### config.mk
export PLATFORM = sky130hd
export DESIGN_NAME = cnt_decoder
export DESIGN_NICKNAME = d
export VERILOG_FILES = /design/src/rtl/cnt_dec_pkg.sv /design/src/rtl/cnt_step_classifier.sv /design/src/rtl/cnt_decoder.sv
export SDC_FILE = /design/constraint.sdc
export NUM_CORES = 1
export LEC_CHECK = 0
export BUFFER_PORTS_ARGS = -buffer_cell sky130_fd_sc_hd__buf_2
export CORE_UTILIZATION = 25
export CTS_BUF_LIST = sky130_fd_sc_hd__clkbuf_16
export CTS_CLUSTER_DIAMETER = 150
export DETAILED_ROUTE_END_ITERATION = 8
export PLACE_DENSITY = 0.51
export SYNTH_ARGS = -nofsm -noshare
export SYNTH_HDL_FRONTEND = slang
export SYNTH_SLANG_ARGS = --single-unit
export TNS_END_PERCENT = 100
### constraint.sdc
create_clock -name clk -period 3.1 [get_ports clk]
set_clock_uncertainty 0.2 [all_clocks]
set_input_delay 0.31 -clock clk [delete_from_list [all_inputs] [get_ports clk]]
set_output_delay 0.31 -clock clk [all_outputs]
set_load 0.02 [all_outputs]
### src/rtl/cnt_dec_pkg.sv
// Shared types for the up/down count decoder.
//   dec_state_e  : decoder FSM state (EMPTY / TRACK / ERR), exported on the state port.
//   step_class_e : classification of one sample against the previous sample.
package cnt_dec_pkg;

  typedef enum logic [1:0] {
    StEmpty = 2'd0,
    StTrack = 2'd1,
    StErr   = 2'd2
  } dec_state_e;

  typedef enum logic [2:0] {
    StepHold    = 3'd0,
    StepUp      = 3'd1,
    StepDown    = 3'd2,
    StepZero    = 3'd3,
    StepIllegal = 3'd4
  } step_class_e;

  // Saturation ceiling shared by the hold counter and the error counter.
  localparam logic [7:0] SatMax = 8'hFF;

endpackage

### src/rtl/cnt_step_classifier.sv
// Combinational step classifier.
//   i_prev : previous count sample
//   i_cnt  : current count sample
//   o_step : step class (step_class_e encoding)
//   o_wrap : step crosses the 2^WIDTH-1 <-> 0 boundary
module cnt_step_classifier
  import cnt_dec_pkg::*;
#(
  parameter int unsigned WIDTH = 8
) (
  input  logic [WIDTH-1:0] i_prev,
  input  logic [WIDTH-1:0] i_cnt,
  output logic [2:0]       o_step,
  output logic             o_wrap
);

  localparam logic [WIDTH-1:0] One = WIDTH'(1);
  localparam logic [WIDTH-1:0] Max = '1;

  logic [WIDTH-1:0] w_delta;

  // Modular difference; the subtraction wraps naturally at WIDTH bits.
  assign w_delta = i_cnt - i_prev;

  always_comb begin
    o_step = StepIllegal;
    o_wrap = 1'b0;
    // Up is tested before down so that WIDTH=1 (where 1 == 2^WIDTH-1) decodes as up.
    if (w_delta == '0) begin
      o_step = StepHold;
    end else if (w_delta == One) begin
      o_step = StepUp;
      o_wrap = (i_prev == Max);
    end else if (w_delta == Max) begin
      o_step = StepDown;
      o_wrap = (i_prev == '0);
    end else if (i_cnt == '0) begin
      o_step = StepZero;
    end
  end

endmodule

### src/rtl/cnt_decoder.sv
// Observes samples of an up/down counter and decodes legal steps, wraps,
// inferred counter resets, illegal jumps and stalls.
//   clk        : clock
//   reset      : synchronous active-low reset
//   cnt_in     : count sample, qualified by cnt_valid
//   enable_out : pulse, legal +1/-1 step decoded
//   upndwn_out : direction of last decoded step (1 = down)
//   wrap       : pulse, step crossed 2^WIDTH-1 <-> 0
//   rst_seen   : pulse, jump to zero interpreted as counter reset
//   err        : pulse, illegal jump
//   stall      : level, hold run length >= STALL_LIMIT
//   err_count  : saturating illegal-jump count
//   state      : FSM state encoding
module cnt_decoder
  import cnt_dec_pkg::*;
#(
  parameter int unsigned WIDTH       = 8,
  parameter int unsigned STALL_LIMIT = 16
) (
  input  logic             clk,
  input  logic             reset,
  input  logic [WIDTH-1:0] cnt_in,
  input  logic             cnt_valid,
  output logic             enable_out,
  output logic             upndwn_out,
  output logic             wrap,
  output logic             rst_seen,
  output logic             err,
  output logic             stall,
  output logic [7:0]       err_count,
  output logic [1:0]       state
);

  localparam logic [7:0] StallLimit = 8'(STALL_LIMIT);

  dec_state_e       r_state, w_state_nxt;
  logic [WIDTH-1:0] r_prev, w_prev_nxt;
  logic [7:0]       r_hold_cnt, w_hold_nxt;
  logic [7:0]       r_err_cnt, w_err_cnt_nxt;
  logic             r_enable, w_enable_nxt;
  logic             r_upndwn, w_upndwn_nxt;
  logic             r_wrap, w_wrap_nxt;
  logic             r_rst_seen, w_rst_seen_nxt;
  logic             r_err, w_err_nxt;

  logic [2:0]       w_step_raw;
  step_class_e      w_step;
  logic             w_step_wrap;

  cnt_step_classifier #(
    .WIDTH (WIDTH)
  ) u_classifier (
    .i_prev (r_prev),
    .i_cnt  (cnt_in),
    .o_step (w_step_raw),
    .o_wrap (w_step_wrap)
  );

  assign w_step = step_class_e'(w_step_raw);

  always_comb begin
    w_state_nxt    = r_state;
    w_prev_nxt     = r_prev;
    w_hold_nxt     = r_hold_cnt;
    w_err_cnt_nxt  = r_err_cnt;
    w_enable_nxt   = 1'b0;
    w_upndwn_nxt   = r_upndwn;
    w_wrap_nxt     = 1'b0;
    w_rst_seen_nxt = 1'b0;
    w_err_nxt      = 1'b0;

    if (cnt_valid) begin
      w_prev_nxt = cnt_in;
      if (r_state == StEmpty) begin
        // First sample only establishes the reference; nothing to compare against.
        w_state_nxt = StTrack;
        w_hold_nxt  = '0;
      end else begin
        case (w_step)
          StepHold: begin
            w_state_nxt = StTrack;
            if (r_hold_cnt != SatMax) w_hold_nxt = r_hold_cnt + 8'd1;
          end
          StepUp: begin
            w_state_nxt  = StTrack;
            w_enable_nxt = 1'b1;
            w_upndwn_nxt = 1'b0;
            w_wrap_nxt   = w_step_wrap;
            w_hold_nxt   = '0;
          end
          StepDown: begin
            w_state_nxt  = StTrack;
            w_enable_nxt = 1'b1;
            w_upndwn_nxt = 1'b1;
            w_wrap_nxt   = w_step_wrap;
            w_hold_nxt   = '0;
          end
          StepZero: begin
            w_state_nxt    = StTrack;
            w_rst_seen_nxt = 1'b1;
            w_hold_nxt     = '0;
          end
          default: begin
            w_state_nxt = StErr;
            w_err_nxt   = 1'b1;
            w_hold_nxt  = '0;
            if (r_err_cnt != SatMax) w_err_cnt_nxt = r_err_cnt + 8'd1;
          end
        endcase
      end
    end
  end

  always_ff @(posedge clk) begin
    if (!reset) begin
      r_state    <= StEmpty;
      r_prev     <= '0;
      r_hold_cnt <= '0;
      r_err_cnt  <= '0;
      r_enable   <= 1'b0;
      r_upndwn   <= 1'b0;
      r_wrap     <= 1'b0;
      r_rst_seen <= 1'b0;
      r_err      <= 1'b0;
    end else begin
      r_state    <= w_state_nxt;
      r_prev     <= w_prev_nxt;
      r_hold_cnt <= w_hold_nxt;
      r_err_cnt  <= w_err_cnt_nxt;
      r_enable   <= w_enable_nxt;
      r_upndwn   <= w_upndwn_nxt;
      r_wrap     <= w_wrap_nxt;
      r_rst_seen <= w_rst_seen_nxt;
      r_err      <= w_err_nxt;
    end
  end

  assign enable_out = r_enable;
  assign upndwn_out = r_upndwn;
  assign wrap       = r_wrap;
  assign rst_seen   = r_rst_seen;
  assign err        = r_err;
  // Hold counter is registered, so stall follows the sample by one cycle like the pulses.
  assign stall      = (r_hold_cnt >= StallLimit);
  assign err_count  = r_err_cnt;
  assign state      = r_state;

endmodule

### Yosys cells after proc, flatten, opt, wreduce, memory -nomap -nowiden

Cells that the tools add are included.

* flip-flop bits (word level): 31
* input port bits: 11
* word-level logic and storage cells: 55

* add/subtract/negate cells: 3
* order comparisons: 1
* eq/ne operators: 9
* muxes and demuxes: 15
* bitwise operators: 5
* reduce and logical (&&, ||, !) cells: 13

Operator list (number)
* $logic_not A8 Y1: 3
* $mux W8: 3
* $add A8 B1 Y8 const B: 2
* $eq A8 B8 Y1 const B: 2
* $ne A8 B8 Y1 const B: 2
* $mux W3: 4
* $eq A8 B1 Y1 const B: 1
* $ge A8 B5 Y1 const B: 1
* $sub A8 B8 Y8: 1
* $eq A3 B2 Y1 const B: 2
* $mux W1: 5
* $not A1 Y1: 5
* $reduce_or A5 Y1: 1
* $mux W2: 2
* $reduce_and A4 Y1: 1
* $reduce_or A4 Y1: 1
* $eq A3 B1 Y1 const B: 1
* $logic_not A3 Y1: 1
* $ne A3 B3 Y1 const B: 1
* $reduce_and A3 Y1: 1
* $reduce_or A3 Y1: 1
* $logic_not A2 Y1: 1
* $pmux W1 S2: 1
* $reduce_and A2 Y1: 1
* other kinds (2): 2

### Logic depth before layout (Yosys ltp)

Gate-level depths: netlist (run 1).

* word-level depth: 9
* mapped depth: 12

### Hierarchy

A second synthesis (run 1) with hierarchy kept.

* cell total of the unflattened synthesis: 219
* area, all modules: 1895.6 sq um

Modules (own cells, without submodules)
* cnt_decoder: instances 1, cells each 151, area each 1396.3 sq um, sequential area each 620.6 sq um
* cnt_step_classifier: instances 1, cells each 68, area each 499.2 sq um, sequential area each 0.0 sq um

### Worst setup path after synthesis (run 1)

No wires, ideal clock.

* path kind: register -> register
* from: register r_prev[0]
* to: register r_err_cnt[2] (netlist: err_count[2])
* library setup time: 0.071 ns
* arrival: 2.558 ns
* setup slack: 0.271 ns
* stages on the path, launching flop included: 12
* path buffers: 1
* period minus slack after synthesis: 2.829 ns
* cell sequence: dfxtp_1 > ha_1 > inv_1 > fa_1 > and3_1 > o221a_1 > a21oi_1 > nor3b_1 > a311o_1 > buf_6 > or4_1 > a21oi_1

* word-level cells in the longest chain between the ends: 9
* elaborated cells on any way between the ends: 14
* those cells by class: add/sub: 1; eq/ne: 5; mux: 3; bitwise: 1; reduce/logical: 4

RTL lines
* start, declared: line cnt_decoder.sv:37 `logic [WIDTH-1:0] r_prev, w_prev_nxt;`
* start signal, assigned: line cnt_decoder.sv:127 `r_prev <= w_prev_nxt;`
* $sub A8 B8 Y8 (*): line cnt_step_classifier.sv:23 `assign w_delta = i_cnt - i_prev;`
* $eq A8 B8 Y1: line cnt_step_classifier.sv:34 `end else if (w_delta == Max) begin`
* $mux W3: line cnt_step_classifier.sv:34
* $mux W3: line cnt_step_classifier.sv:31 `end else if (w_delta == One) begin`
* $mux W3 (*): line cnt_step_classifier.sv:29 `if (w_delta == '0) begin`
* $eq A3 B2 Y1, or another cell as far along: line cnt_decoder.sv:79 `case (w_step)`
* $reduce_or A4 Y1 (no line) (*)
* $not A1 Y1 (no line) (*)
* $reduce_and A4 Y1 (no line) (*)
* end signal, assigned: line cnt_decoder.sv:129 `r_err_cnt <= w_err_cnt_nxt;`
* end, declared: line cnt_decoder.sv:39 `logic [7:0] r_err_cnt, w_err_cnt_nxt;`

Mark *: on every way between the ends. The rest lies on a longest branch, timed or not.
A chain may end at the register's enable or synchronous reset.

### Worst setup path in the final report (run 1)

* from: register r_prev[0]
* to: register r_err_cnt[5] (netlist: err_count[5])

The elaborated chain is that of the path after synthesis.

==> summary.md, run 1 <==
| Metric | Value |
|---|---|
| HPWL Detailed | 3630 um |
| Share of layout cells above drive strength 1 | 27.4% |
| Effective utilization at floorplan | 25.8% |
| Ant. Diodes | 0 |
| Worst reg2reg setup slack | 0.19 ns |
| Sequential share of the synthesized area | 31.3% |
| Worst endpoint data arrival time | 2.92 ns |
| Number of cells produced by synthesis | 226 |
| Fraction of power consumed by sequential logic | 35.6% |
| EDFF count, synth | 0 |
| Transition time at the pin with the least slew margin | 0.800 ns |
| Multi-input gate area in the final layout | 1270 um2 |
| R2R depth | 10 |
| Number of slew-limit violations in the final report | 0 |
| Number of remaining DRC errors | 0 |
| Power per cell area | 476 nW/um2 |
| Cell-internal power | 0.000876 W |
| Residual antenna-violating net count after detailed routing | 0 |
| Capture instance of the worst register-to-register path | err_count[5] |
| Number of buffers inserted during clock tree synthesis | 5 |
| Site row count | 32 |
| Static Leak | 1.00 nW |
| Vertical extent of the die | 91.1 um |
| CP Cell Sequence | ha_1 -> inv_1 -> fa_2 -> and3_1 -> o221a_1 -> a21oi_1 -> nor3b_2 -> a311o_2 -> or4_1 -> a21oi_2 |
| WP data required | 3.10 ns |
| Type of origin of the critical path | flip-flop |
| Area overhead of the layout relative to synthesis | 25.6% |
| Post-CTS setup buffer count | 0 |
| Maximum clock path buffer count | 2 |
| Clk sinks | 31 |
| Synthesized net count | 249 |
| Final hold violations | 0 |
| Post-synth design cell area | 1990 um2 |
| Vias after detailed routing | 1830 |
| Post-Place Worst Slack | -0.0855 ns |
| Root Buffer | sky130_fd_sc_hd__clkbuf_16 |
| Reg-to-Reg Start | r_prev[0] |
| Net Sw Power | 0.000310 W |
| Worst VDD drop | 0.000191 V |
| Part of the total power dissipated in the clock network | 46.4% |
| Wirelength, routed | 4880 um |
| Yosys reg bits | 31 |
| Min-Delay Path Class | in2reg |
| Switching fraction of total power | 26.2% |
| Placeable core area | 7690 um2 |
| Number of global-route vias before repair | 1677 |
| Total cell area at the placement stage | 2300 um2 |
| Number of filler cells placed in the layout | 829 |
| Fraction of registers with async set/reset | 0% |
| Initial DRT Pass Iterations | 4 |
| Sequential standard cell area | 621 um2 |
| Combinational Power Share | 18.1% |
| Count of maximum capacitance violations | 0 |
| TritonCTS clock tree | built |
| Wire length of the first global-routing pass | 8150 um |
| Mapped Avg Cell Area | 8.79 um2 |
| Maximum number of pins on one net before global-route repair | 25 |
| Share of the core filled with cells | 32.4% |
| Routed length per placed instance | 13.3 um |
| H-tree depth reported by CTS | 2 |
| Post-DR vias/cell | 4.97 |
| Number of antenna violations at the first check in global routing | 0 |
| Initial detailed-routing violation count | 111 |
| Highest cell delay on the worst timing path | 0.51 ns |
| Post-route cell area | 2490 um2 |
| Tmin final | 2.91 ns |
| Total power consumption of the routed design | 0.00119 W |
| Setup violations, final | 0 |
| Timing-limited maximum frequency | 0.344 GHz |
| Die boundary width | 91.1 um |
| Number of warnings issued by yosys | 0 |
| Total Nets Final | 288 |
| Overall die area | 8300 um2 |
| Worst-path fanout max | 11 |
| CP Class | reg2reg |
| Final worst path period share | 93.9% |
| Primary FF master, synth | sky130_fd_sc_hd__dfxtp_1 |
| Placer Congestion | 0.791 |
| Unique masters post-synth | 59 |
| Slew HR | 46.6% |
| Slowest stage cell, crit path | sky130_fd_sc_hd__or4_1 |
| Hold Path Origin | cnt_in[6] |
| Clock slew at the register clock pins of the worst setup and hold paths | 0.05 ns |
| I/O pin cnt | 27 |
| Status | finished, final reports clean |
| Min-Delay Endpoint | r_prev[6] |
| Cell depth of the worst hold path | 3 |
| Latest clock arrival within the worst-skew pair | 0.28 ns |
| Buffers added on ports | 26 |
| Overflow left after global routing | 0 |
| Endpoint kind of the worst setup timing path | flip-flop |
| Setup slack of the critical path after layout | 0.189 ns |
| Overall routing resource usage | 12.1% |
worst max-delay path, delay by kind of cell, from the launching register on:
| kind | cells | cell delay [ns] |
|---|---|---|
| AO/OA/AOI/OAI | 4 | 1.00 |
| adder cells (fa/ha/maj) | 2 | 0.49 |
| buffers and inverters | 1 | 0.05 |
| AND/OR/NAND/NOR | 3 | 0.77 |
| flip-flops | 1 | 0.33 |
synthesized netlist by cell type, drive strengths merged, types with 4 or more instances:
library cell	count	area share (%)
o31ai	5	1.9
mux2i	8	4.0
nand2b	4	1.3
nand3	10	3.0
dfxtp	31	31
clkbuf	4	0.76
nor4	4	1.6
a31o	4	1.8
o21a	5	1.9
nand2	7	1.3
inv	14	2.6
a21oi	19	5.5
ha	11	6.9
or4	9	3.4
nor3	5	1.3
buf	6	3.0
and3	8	2.5
o21ai	10	2.7
nor2	19	3.6
power by group through the flow:
stage	sequential, W	clock (W)	combinational, W
after floorplan	0.000433	0	0.000143
after global placement	0.000430	0	0.000205
after detailed placement	0.000430	0	0.000204
after CTS	0.000422	0.000560	0.000205
after global routing	0.000423	0.000578	0.000237
final	0.000422	0.000550	0.000214
area by class of cell:
cell class	instances	share of cell area [%]
inverters	14	2.11
multi-input cells	171	50.8
clock inverters	3	1.56
flip-flops and latches	31	24.9
clock buffers	5	5.02
repair buffers	42	10.5
well taps	102	5.12
cell usage in the layout (no fill, tap or decap), types with 6 or more instances in the layout:
master | Yosys | final
sky130_fd_sc_hd__and3_1 | 8 | 8
sky130_fd_sc_hd__o21ai_0 | 6 | 6
sky130_fd_sc_hd__dfxtp_1 | 31 | 31
sky130_fd_sc_hd__nor2_1 | 19 | 19
sky130_fd_sc_hd__or4_1 | 9 | 9
sky130_fd_sc_hd__buf_2 | 0 | 26
sky130_fd_sc_hd__mux2i_1 | 8 | 8
sky130_fd_sc_hd__inv_1 | 13 | 13
sky130_fd_sc_hd__nand2_1 | 7 | 7
sky130_fd_sc_hd__nand3_1 | 8 | 8
sky130_fd_sc_hd__ha_1 | 11 | 10
sky130_fd_sc_hd__a21oi_1 | 15 | 14
sky130_fd_sc_hd__buf_4 | 0 | 15
cell families after synthesis:
| group | Yosys count | share of synthesized area [%] |
|---|---|---|
| buffers and inverters | 24 | 6.43 |
| XOR/XNOR | 5 | 2.21 |
| multiplexers | 8 | 4.03 |
| flip-flops | 31 | 31.3 |
| AO/OA/AOI/OAI | 62 | 22.9 |
| adder cells (fa/ha/maj) | 12 | 7.94 |
| AND/OR/NAND/NOR | 84 | 25.2 |
registers in the layout, indices dropped and copies added, names as in the netlist:
register / flops
err: 1
upndwn_out: 1
enable_out: 1
state: 2
r_prev: 8
rst_seen: 1
r_hold_cnt: 8
err_count: 8
wrap: 1
repair_timing:
item	4_1_cts	5_1_grt
gates resized for setup	0	7
hold buffers	0	0
setup endpoints to repair	0	13
worst max-delay path by stage:
stage          slack (ns)  startpoint      endpoint  depth (start not counted)
2_1_floorplan        0.27   r_prev[0]  err_count[2]                         11
3_3_place_gp       -0.004   cnt_in[0]  err_count[5]                         13
3_5_place_dp        -0.09   cnt_in[0]  err_count[5]                         13
4_1_cts              0.07   r_prev[2]  err_count[5]                          9
5_1_grt             -0.01   r_prev[6]  err_count[6]                         10
6_report             0.19   r_prev[0]  err_count[5]                         10
layer usage:
layer	vias to the layer above	global-route usage (%)	routed length, um
met5	-	0	0
met4	0	4.63	39
met3	4	1.76	112
met2	37	19.6	2330
met1	854	16.3	2400
li1	935	-	-
through the flow:
stage                     hold slack (ns)  std cells  setup TNS (ns)
after global placement              0.285        360        -0.00409
after CTS                           0.104        368               0
final                               0.108        368               0
after global routing                0.142        368         -0.0112
after detailed placement            0.291        360          -0.326
after floorplan                     0.257        226               0
Note: power is estimated with default switching activity, not from simulation.
==> run 2: changes to the inputs <==
Settings changed: MAX_ROUTING_LAYER set to met4, RECOVER_POWER set to 25.
==> run 2 against run 1 <==
Register-to-register slack is essentially flat. Non-clock buffer count is the same. Highest routed layer unchanged. Fmax is essentially flat. Clock power is essentially flat. Sequential power is essentially flat. Worst setup slack gained 0.00053 ns. Worst hold slack is essentially flat. Flip-flop and latch count is the same. Core utilization is essentially flat. Critical path type unchanged. Die area is the same. Power is essentially flat. Global-route usage grew 0.40 points.
==> summary.md, run 2 (synthesis results as in run 1) <==
| Metric | Value |
|---|---|
| Worst endpoint data arrival time | 2.88 ns (was 2.92 ns) |
| Clock slew at the register clock pins of the worst setup and hold paths | 0.05 ns (about the same) |
| Crit path buffers/inverters | 2 (was 1) |
| Overall die area | 8300 um2 (unchanged) |
| Setup violations, final | 0 (unchanged) |
| Site row count | 32 (unchanged) |
| TritonCTS clock tree | built (unchanged) |
| CP Class | reg2reg (unchanged) |
| Buffers added on ports | 26 (unchanged) |
| HPWL Detailed | 3630 um (unchanged) |
| CP Cell Sequence | inv_1 -> ha_1 -> or4b_1 -> o2111ai_1 -> a311oi_2 -> nor4_2 -> nor3b_4 -> buf_12 -> nor4b_1 -> o221a_2 (was ha_1 -> inv_1 -> fa_2 -> and3_1 -> o221a_1 -> a21oi_1 -> nor3b_2 -> a311o_2 -> or4_1 -> a21oi_2) |
| Wire length of the first global-routing pass | 8170 um (was 8150 um) |
| Kind of cell adding the most delay to the critical path | simple AND/OR/NAND/NOR gates (was compound AO/OA/AOI/OAI gates) |
| Die boundary width | 91.1 um (unchanged) |
| Maximum clock path buffer count | 2 (unchanged) |
| Placer Congestion | 0.802 (was 0.791) |
| H-tree depth reported by CTS | 2 (unchanged) |
| Share of the core filled with cells | 32.4% (about the same) |
| Tmin final | 2.91 ns (about the same) |
| Number of slew-limit violations in the final report | 0 (unchanged) |
| Ant. Diodes | 0 (unchanged) |
| Highest-count cells in the layout ignoring fill and taps | sky130_fd_sc_hd__dfxtp_1, sky130_fd_sc_hd__nor2_1, sky130_fd_sc_hd__buf_2 (was sky130_fd_sc_hd__dfxtp_1, sky130_fd_sc_hd__buf_2, sky130_fd_sc_hd__nor2_1) |
| Worst-path fanout max | 16 (was 11) |
| Number of buffers inserted during clock tree synthesis | 5 (unchanged) |
| Post-CTS Hold Fix Bufs | 0 (unchanged) |
| Initial DRT Pass Iterations | 4 (unchanged) |
| Static Leak | 0.972 nW (was 1.00 nW) |
| Overflow left after global routing | 0 (unchanged) |
| Highest cell delay on the worst timing path | 0.52 ns (was 0.51 ns) |
| R2R depth | 10 (unchanged) |
| Vias after detailed routing | 1828 (was 1830) |
| Area overhead of the layout relative to synthesis | 25.4% (was 25.6%) |
| Routed length per placed instance | 13.3 um (about the same) |
| Type of origin of the critical path | flip-flop (unchanged) |
| Min-Delay Path Class | in2reg (unchanged) |
| Overall routing resource usage | 12.5% (was 12.1%) |
| Root Buffer | sky130_fd_sc_hd__clkbuf_16 (unchanged) |
| Endpoint kind of the worst setup timing path | flip-flop (unchanged) |
| Wirelength, routed | 4900 um (was 4880 um) |
| Final worst path period share | 93.9% (about the same) |
| Cell depth of the worst hold path | 3 (unchanged) |
| Effective utilization at floorplan | 25.8% (unchanged) |
| I/O pin cnt | 27 (unchanged) |
| WP data required | 3.07 ns (was 3.10 ns) |
| Slowest stage cell, crit path | sky130_fd_sc_hd__or4b_1 (was sky130_fd_sc_hd__or4_1) |
| Count of maximum capacitance violations | 0 (unchanged) |
| Share of layout cells above drive strength 1 | 24.4% (was 27.4%) |
| Final hold violations | 0 (unchanged) |
| Logic depth of the worst setup path including buffers | 10 (unchanged) |
| Total Nets Final | 288 (unchanged) |
| Status | finished, final reports clean (unchanged) |
| Number of antenna violations at the first check in global routing | 0 (unchanged) |
| Transition time at the pin with the least slew margin | 0.813 ns (was 0.800 ns) |
| Latest clock arrival within the worst-skew pair | 0.28 ns (about the same) |
| Maximum number of pins on one net before global-route repair | 25 (unchanged) |
| Number of global-route vias before repair | 1673 (was 1677) |
| Initial detailed-routing violation count | 116 (was 111) |
| Unrepaired setup endpoints after global routing | no |
| Clk sinks | 31 (unchanged) |
| Post-CTS setup buffer count | 0 (unchanged) |
| Number of remaining DRC errors | 0 (unchanged) |
| Power per cell area | 477 nW/um2 (was 476 nW/um2) |
| Number of instances resized during post-cts repair | 0 (unchanged) |
| Worst slack on hold paths | 0.108 ns (about the same) |
| Vertical extent of the die | 91.1 um (unchanged) |
| Slew HR | 45.8% (was 46.6%) |
| Placeable core area | 7690 um2 (unchanged) |
| Post-DR vias/cell | 4.97 (about the same) |
| Commonest non-fill, non-tap cell in the layout | sky130_fd_sc_hd__dfxtp_1 (unchanged) |
| Worst VDD drop | 0.000191 V (about the same) |
| Timing-limited maximum frequency | 0.344 GHz (about the same) |
| Residual antenna-violating net count after detailed routing | 0 (unchanged) |
==> run 2: cell count changes in the layout (fill, tap and decap cells not counted) <==
cell and change:
sky130_fd_sc_hd__buf_2 -8, sky130_fd_sc_hd__clkbuf_1 +8, sky130_fd_sc_hd__nor3b_2 -1, sky130_fd_sc_hd__nor3b_4 +1
==> run 2: area by class of cell <==
type	count	area, um2
inverter	14	52.6
clock inverter	3	38.8
tap	102	128
multi-input combinational	171	1270
sequential	31	621
timing repair buffer	42	253
clock buffer	5	125
fill	833	5200
==> run 2: worst reg2reg max path: cells and delay by family (launching register included) <==
family | cells | cell delay (ns)
compound gates | 3 | 0.48
fa+ha+maj | 1 | 0.32
buf+inv | 2 | 0.23
flops | 1 | 0.38
simple gates | 4 | 1.19
==> run 2: path summary, 6_finish.rpt <==
kind | to | startpoint | slack, ns
min | r_prev[6] | cnt_in[6] | 0.11
min reg2reg | err_count[4] | err_count[4] | 0.31
max | err_count[6] | r_prev[4] | 0.19
max reg2reg | err_count[6] | r_prev[4] | 0.19
==> run 2: where the power goes <==
| group | switching, W | internal (W) | leakage (nW) |
|---|---|---|---|
| Clock | 0.000175 | 0.000374 | 0.0812 |
| Combinational | 0.000124 | 0.0000919 | 0.639 |
| Sequential | 0.0000120 | 0.000410 | 0.252 |
| Total | 0.000311 | 0.000876 | 0.972 |
==> run 2: metrics by stage <==
| step | cell area [um2] | setup WS, ns | setup TNS [ns] | power (W) | cells |
|---|---|---|---|---|---|
| CTS | 2460 | 0.0668 | 0 | 0.00119 | 368 |
| global placement | 2300 | -0.00409 | -0.00409 | 0.000634 | 360 |
| global route | 2490 | 0.000763 | 0 | 0.00124 | 368 |
| detailed placement | 2300 | -0.0855 | -0.326 | 0.000634 | 360 |
| finish | 2490 | 0.190 | 0 | 0.00119 | 368 |
| floorplan | 1990 | 0.271 | 0 | 0.000576 | 226 |
==> run 2: metal layers <==
layer / global-route usage, % / up-vias / wire, um
met4: 4.63 / 0 / 66
met2: 19.5 / 38 / 2320
met5: - / - / 0
met1: 16.5 / 847 / 2390
li1: - / 937 / -
met3: 1.76 / 6 / 124
==> run 3: changes to the inputs <==
Settings changed: CORE_ASPECT_RATIO set to 1.2.
==> run 3 against run 2 <==
Die area about the same. Core utilization decreased by 0.33 points. Critical path depth increased by 1. Fmax decreased by 0.85%. Sequential power about the same. Register-to-register slack got worse by 0.02 ns. First-iteration DRC count decreased by 60%. Wire length decreased by 1.6%. Critical path type unchanged. Critical endpoint is now err_count[5]. Largest power group unchanged.
==> summary.md, run 3 (synthesis results as in run 1) <==
| Metric | Value |
|---|---|
| Status | finished, final reports clean (unchanged) |
| Transition time at the pin with the least slew margin | 0.780 ns (was 0.813 ns) |
| Number of buffers inserted during clock tree synthesis | 5 (unchanged) |
| Multi-input gate area in the final layout | 1290 um2 (was 1270 um2) |
| Total power consumption of the routed design | 0.00110 W (was 0.00119 W) |
| Maximum number of pins on one net before global-route repair | 25 (unchanged) |
| Post-route cell area | 2470 um2 (was 2490 um2) |
| Routed met2 length | 2380 um (was 2320 um) |
| Number of remaining DRC errors | 0 (unchanged) |
| Placeable core area | 7710 um2 (was 7690 um2) |
| Buffers added on ports | 26 (unchanged) |
| Ant. Diodes | 0 (unchanged) |
| I/O pin cnt | 27 (unchanged) |
| Crit path buffers/inverters | 2 (unchanged) |
| Clk sinks | 31 (unchanged) |
| Share of layout cells above drive strength 1 | 25.6% (was 24.4%) |
| Kind of cell adding the most delay to the critical path | simple AND/OR/NAND/NOR gates (unchanged) |
| Tmin final | 2.94 ns (was 2.91 ns) |
| Static Leak | 0.973 nW (was 0.972 nW) |
| Slew HR | 47.9% (was 45.8%) |
| Commonest non-fill, non-tap cell in the layout | sky130_fd_sc_hd__dfxtp_1 (unchanged) |
| Effective utilization at floorplan | 25.8% (about the same) |
| CP Class | reg2reg (unchanged) |
| Overall die area | 8300 um2 (about the same) |
| Routed length per placed instance | 13.5 um (was 13.3 um) |
| Placer Congestion | 0.807 (was 0.802) |
| Initial detailed-routing violation count | 46 (was 116) |
| Overflow left after global routing | 0 (unchanged) |
| Worst endpoint data arrival time | 2.94 ns (was 2.88 ns) |
| WP data required | 3.10 ns (was 3.07 ns) |
| Slowest stage cell, crit path | sky130_fd_sc_hd__or4_1 (was sky130_fd_sc_hd__or4b_1) |
| Die boundary width | 83.4 um (was 91.1 um) |
| Wirelength, routed | 4820 um (was 4900 um) |
| Clock slew at the register clock pins of the worst setup and hold paths | 0.05 ns (about the same) |
| Worst-path fanout max | 16 (unchanged) |
| Overall routing resource usage | 12.6% (was 12.5%) |
| Post-CTS setup buffer count | 0 (unchanged) |
| Unrepaired setup endpoints after global routing | yes (was no) |
| Root Buffer | sky130_fd_sc_hd__clkbuf_16 (unchanged) |
| Post-DR vias/cell | 5.09 (was 4.97) |
| Highest-count cells in the layout ignoring fill and taps | sky130_fd_sc_hd__dfxtp_1, sky130_fd_sc_hd__buf_2, sky130_fd_sc_hd__nor2_1 (was sky130_fd_sc_hd__dfxtp_1, sky130_fd_sc_hd__nor2_1, sky130_fd_sc_hd__buf_2) |
| Min-Delay Path Class | in2reg (unchanged) |
| HPWL Detailed | 3660 um (was 3630 um) |
| Residual antenna-violating net count after detailed routing | 0 (unchanged) |
| H-tree depth reported by CTS | 2 (unchanged) |
| Count of maximum capacitance violations | 0 (unchanged) |
| Vertical extent of the die | 99.6 um (was 91.1 um) |
| Wire length of the first global-routing pass | 8200 um (was 8170 um) |
| Sequential standard cell area | 621 um2 (unchanged) |
| Final worst path period share | 94.7% (was 93.9%) |
| Type of origin of the critical path | flip-flop (unchanged) |
| Number of global-route vias before repair | 1720 (was 1673) |
| Total length of routed met3 wires | 150 um (was 124 um) |
| Setup violations, final | 0 (unchanged) |
| Met1 WL | 2190 um (was 2390 um) |
| Worst VDD drop | 0.000240 V (was 0.000191 V) |
| Total cell area at the placement stage | 2290 um2 (was 2300 um2) |
| Endpoint kind of the worst setup timing path | flip-flop (unchanged) |
| Vias after detailed routing | 1824 (was 1828) |
| Number of antenna violations at the first check in global routing | 0 (unchanged) |
| Uppermost layer routed | met4 (unchanged) |
| Initial DRT Pass Iterations | 4 (unchanged) |
| TritonCTS clock tree | built (unchanged) |
| Area overhead of the layout relative to synthesis | 24.4% (was 25.4%) |
| Number of slew-limit violations in the final report | 0 (unchanged) |
| CP Cell Sequence | ha_1 -> inv_1 -> fa_1 -> and3_1 -> o2111a_1 -> a311oi_2 -> nor4_2 -> nor3b_4 -> buf_12 -> or4_1 -> a21oi_2 (was inv_1 -> ha_1 -> or4b_1 -> o2111ai_1 -> a311oi_2 -> nor4_2 -> nor3b_4 -> buf_12 -> nor4b_1 -> o221a_2) |
| Worst slack on hold paths | 0.109 ns (was 0.108 ns) |
| Site row count | 35 (was 32) |
| Maximum clock path buffer count | 2 (unchanged) |
| Latest clock arrival within the worst-skew pair | 0.28 ns (about the same) |
| Highest cell delay on the worst timing path | 0.52 ns (about the same) |
| Number of filler cells placed in the layout | 824 (was 833) |
| Post-Place Worst Slack | -0.0495 ns (was -0.0855 ns) |
| Total Nets Final | 288 (unchanged) |
| Timing-limited maximum frequency | 0.341 GHz (was 0.344 GHz) |
| Setup slack of the critical path after layout | 0.165 ns (was 0.190 ns) |
| Power per cell area | 445 nW/um2 (was 477 nW/um2) |
| Final hold violations | 0 (unchanged) |
## run 3: final cells by class
| cell class | instances | area share [%] |
|---|---|---|
| Multi-Input combinational cell | 171 | 52.1 |
| Sequential cell | 31 | 25.1 |
| Timing Repair Buffer | 42 | 10.4 |
| Clock buffer | 5 | 5.06 |
| Tap cell | 92 | 4.66 |
| Inverter | 14 | 2.13 |
| Clock inverter | 3 | 0.608 |
## run 3: routing by layer
metal / vias to the layer above / global-route usage, %
li1: 934 / -
met1: 855 / 14.8
met2: 28 / 21.0
met3: 7 / 2.41
met4: 0 / 5.57
met5: - / -
## run 3: report_power, final
group | switching (W) | leakage (nW) | internal (W) | total, W
Clock | 0.000169 | 0.0649 | 0.000291 | 0.000460
Sequential | 0.0000117 | 0.252 | 0.000410 | 0.000421
Combinational | 0.000125 | 0.656 | 0.0000923 | 0.000218
Total | 0.000306 | 0.973 | 0.000793 | 0.00110
## run 3: path summary, 6_finish.rpt
kind | to | startpoint | cells past startpoint | slack, ns
hold / removal | r_prev[6] | cnt_in[6] | 3 | 0.11
setup / recovery | err_count[5] | r_prev[0] | 11 | 0.16
setup reg to reg | err_count[5] | r_prev[0] | 11 | 0.16
hold reg to reg | err_count[4] | err_count[4] | 2 | 0.30
## run 3: through the flow
step	instances	utilization, %	TNS (ns)
6_report	358	32.1	0
5_1_grt	358	32.1	-0.0239
4_1_cts	358	31.5	0
3_5_place_dp	350	29.7	-0.129
3_3_place_gp	350	29.7	0
2_1_floorplan	226	-	0
## run 3: worst register-to-register path, stage by stage (launching register included)
cell and delay (ns):
sky130_fd_sc_hd__dfxtp_1 0.35, sky130_fd_sc_hd__ha_1 0.16, sky130_fd_sc_hd__inv_1 0.05, sky130_fd_sc_hd__fa_1 0.39
sky130_fd_sc_hd__and3_1 0.19, sky130_fd_sc_hd__o2111a_1 0.26, sky130_fd_sc_hd__a311oi_2 0.20, sky130_fd_sc_hd__nor4_2 0.09
sky130_fd_sc_hd__nor3b_4 0.16, sky130_fd_sc_hd__buf_12 0.16, sky130_fd_sc_hd__or4_1 0.52, sky130_fd_sc_hd__a21oi_2 0.14
## run 3: repair_timing
action,in CTS,in global routing
gates resized for setup,0,10
endpoints found under the setup margin,0,15
hold buffers,0,0
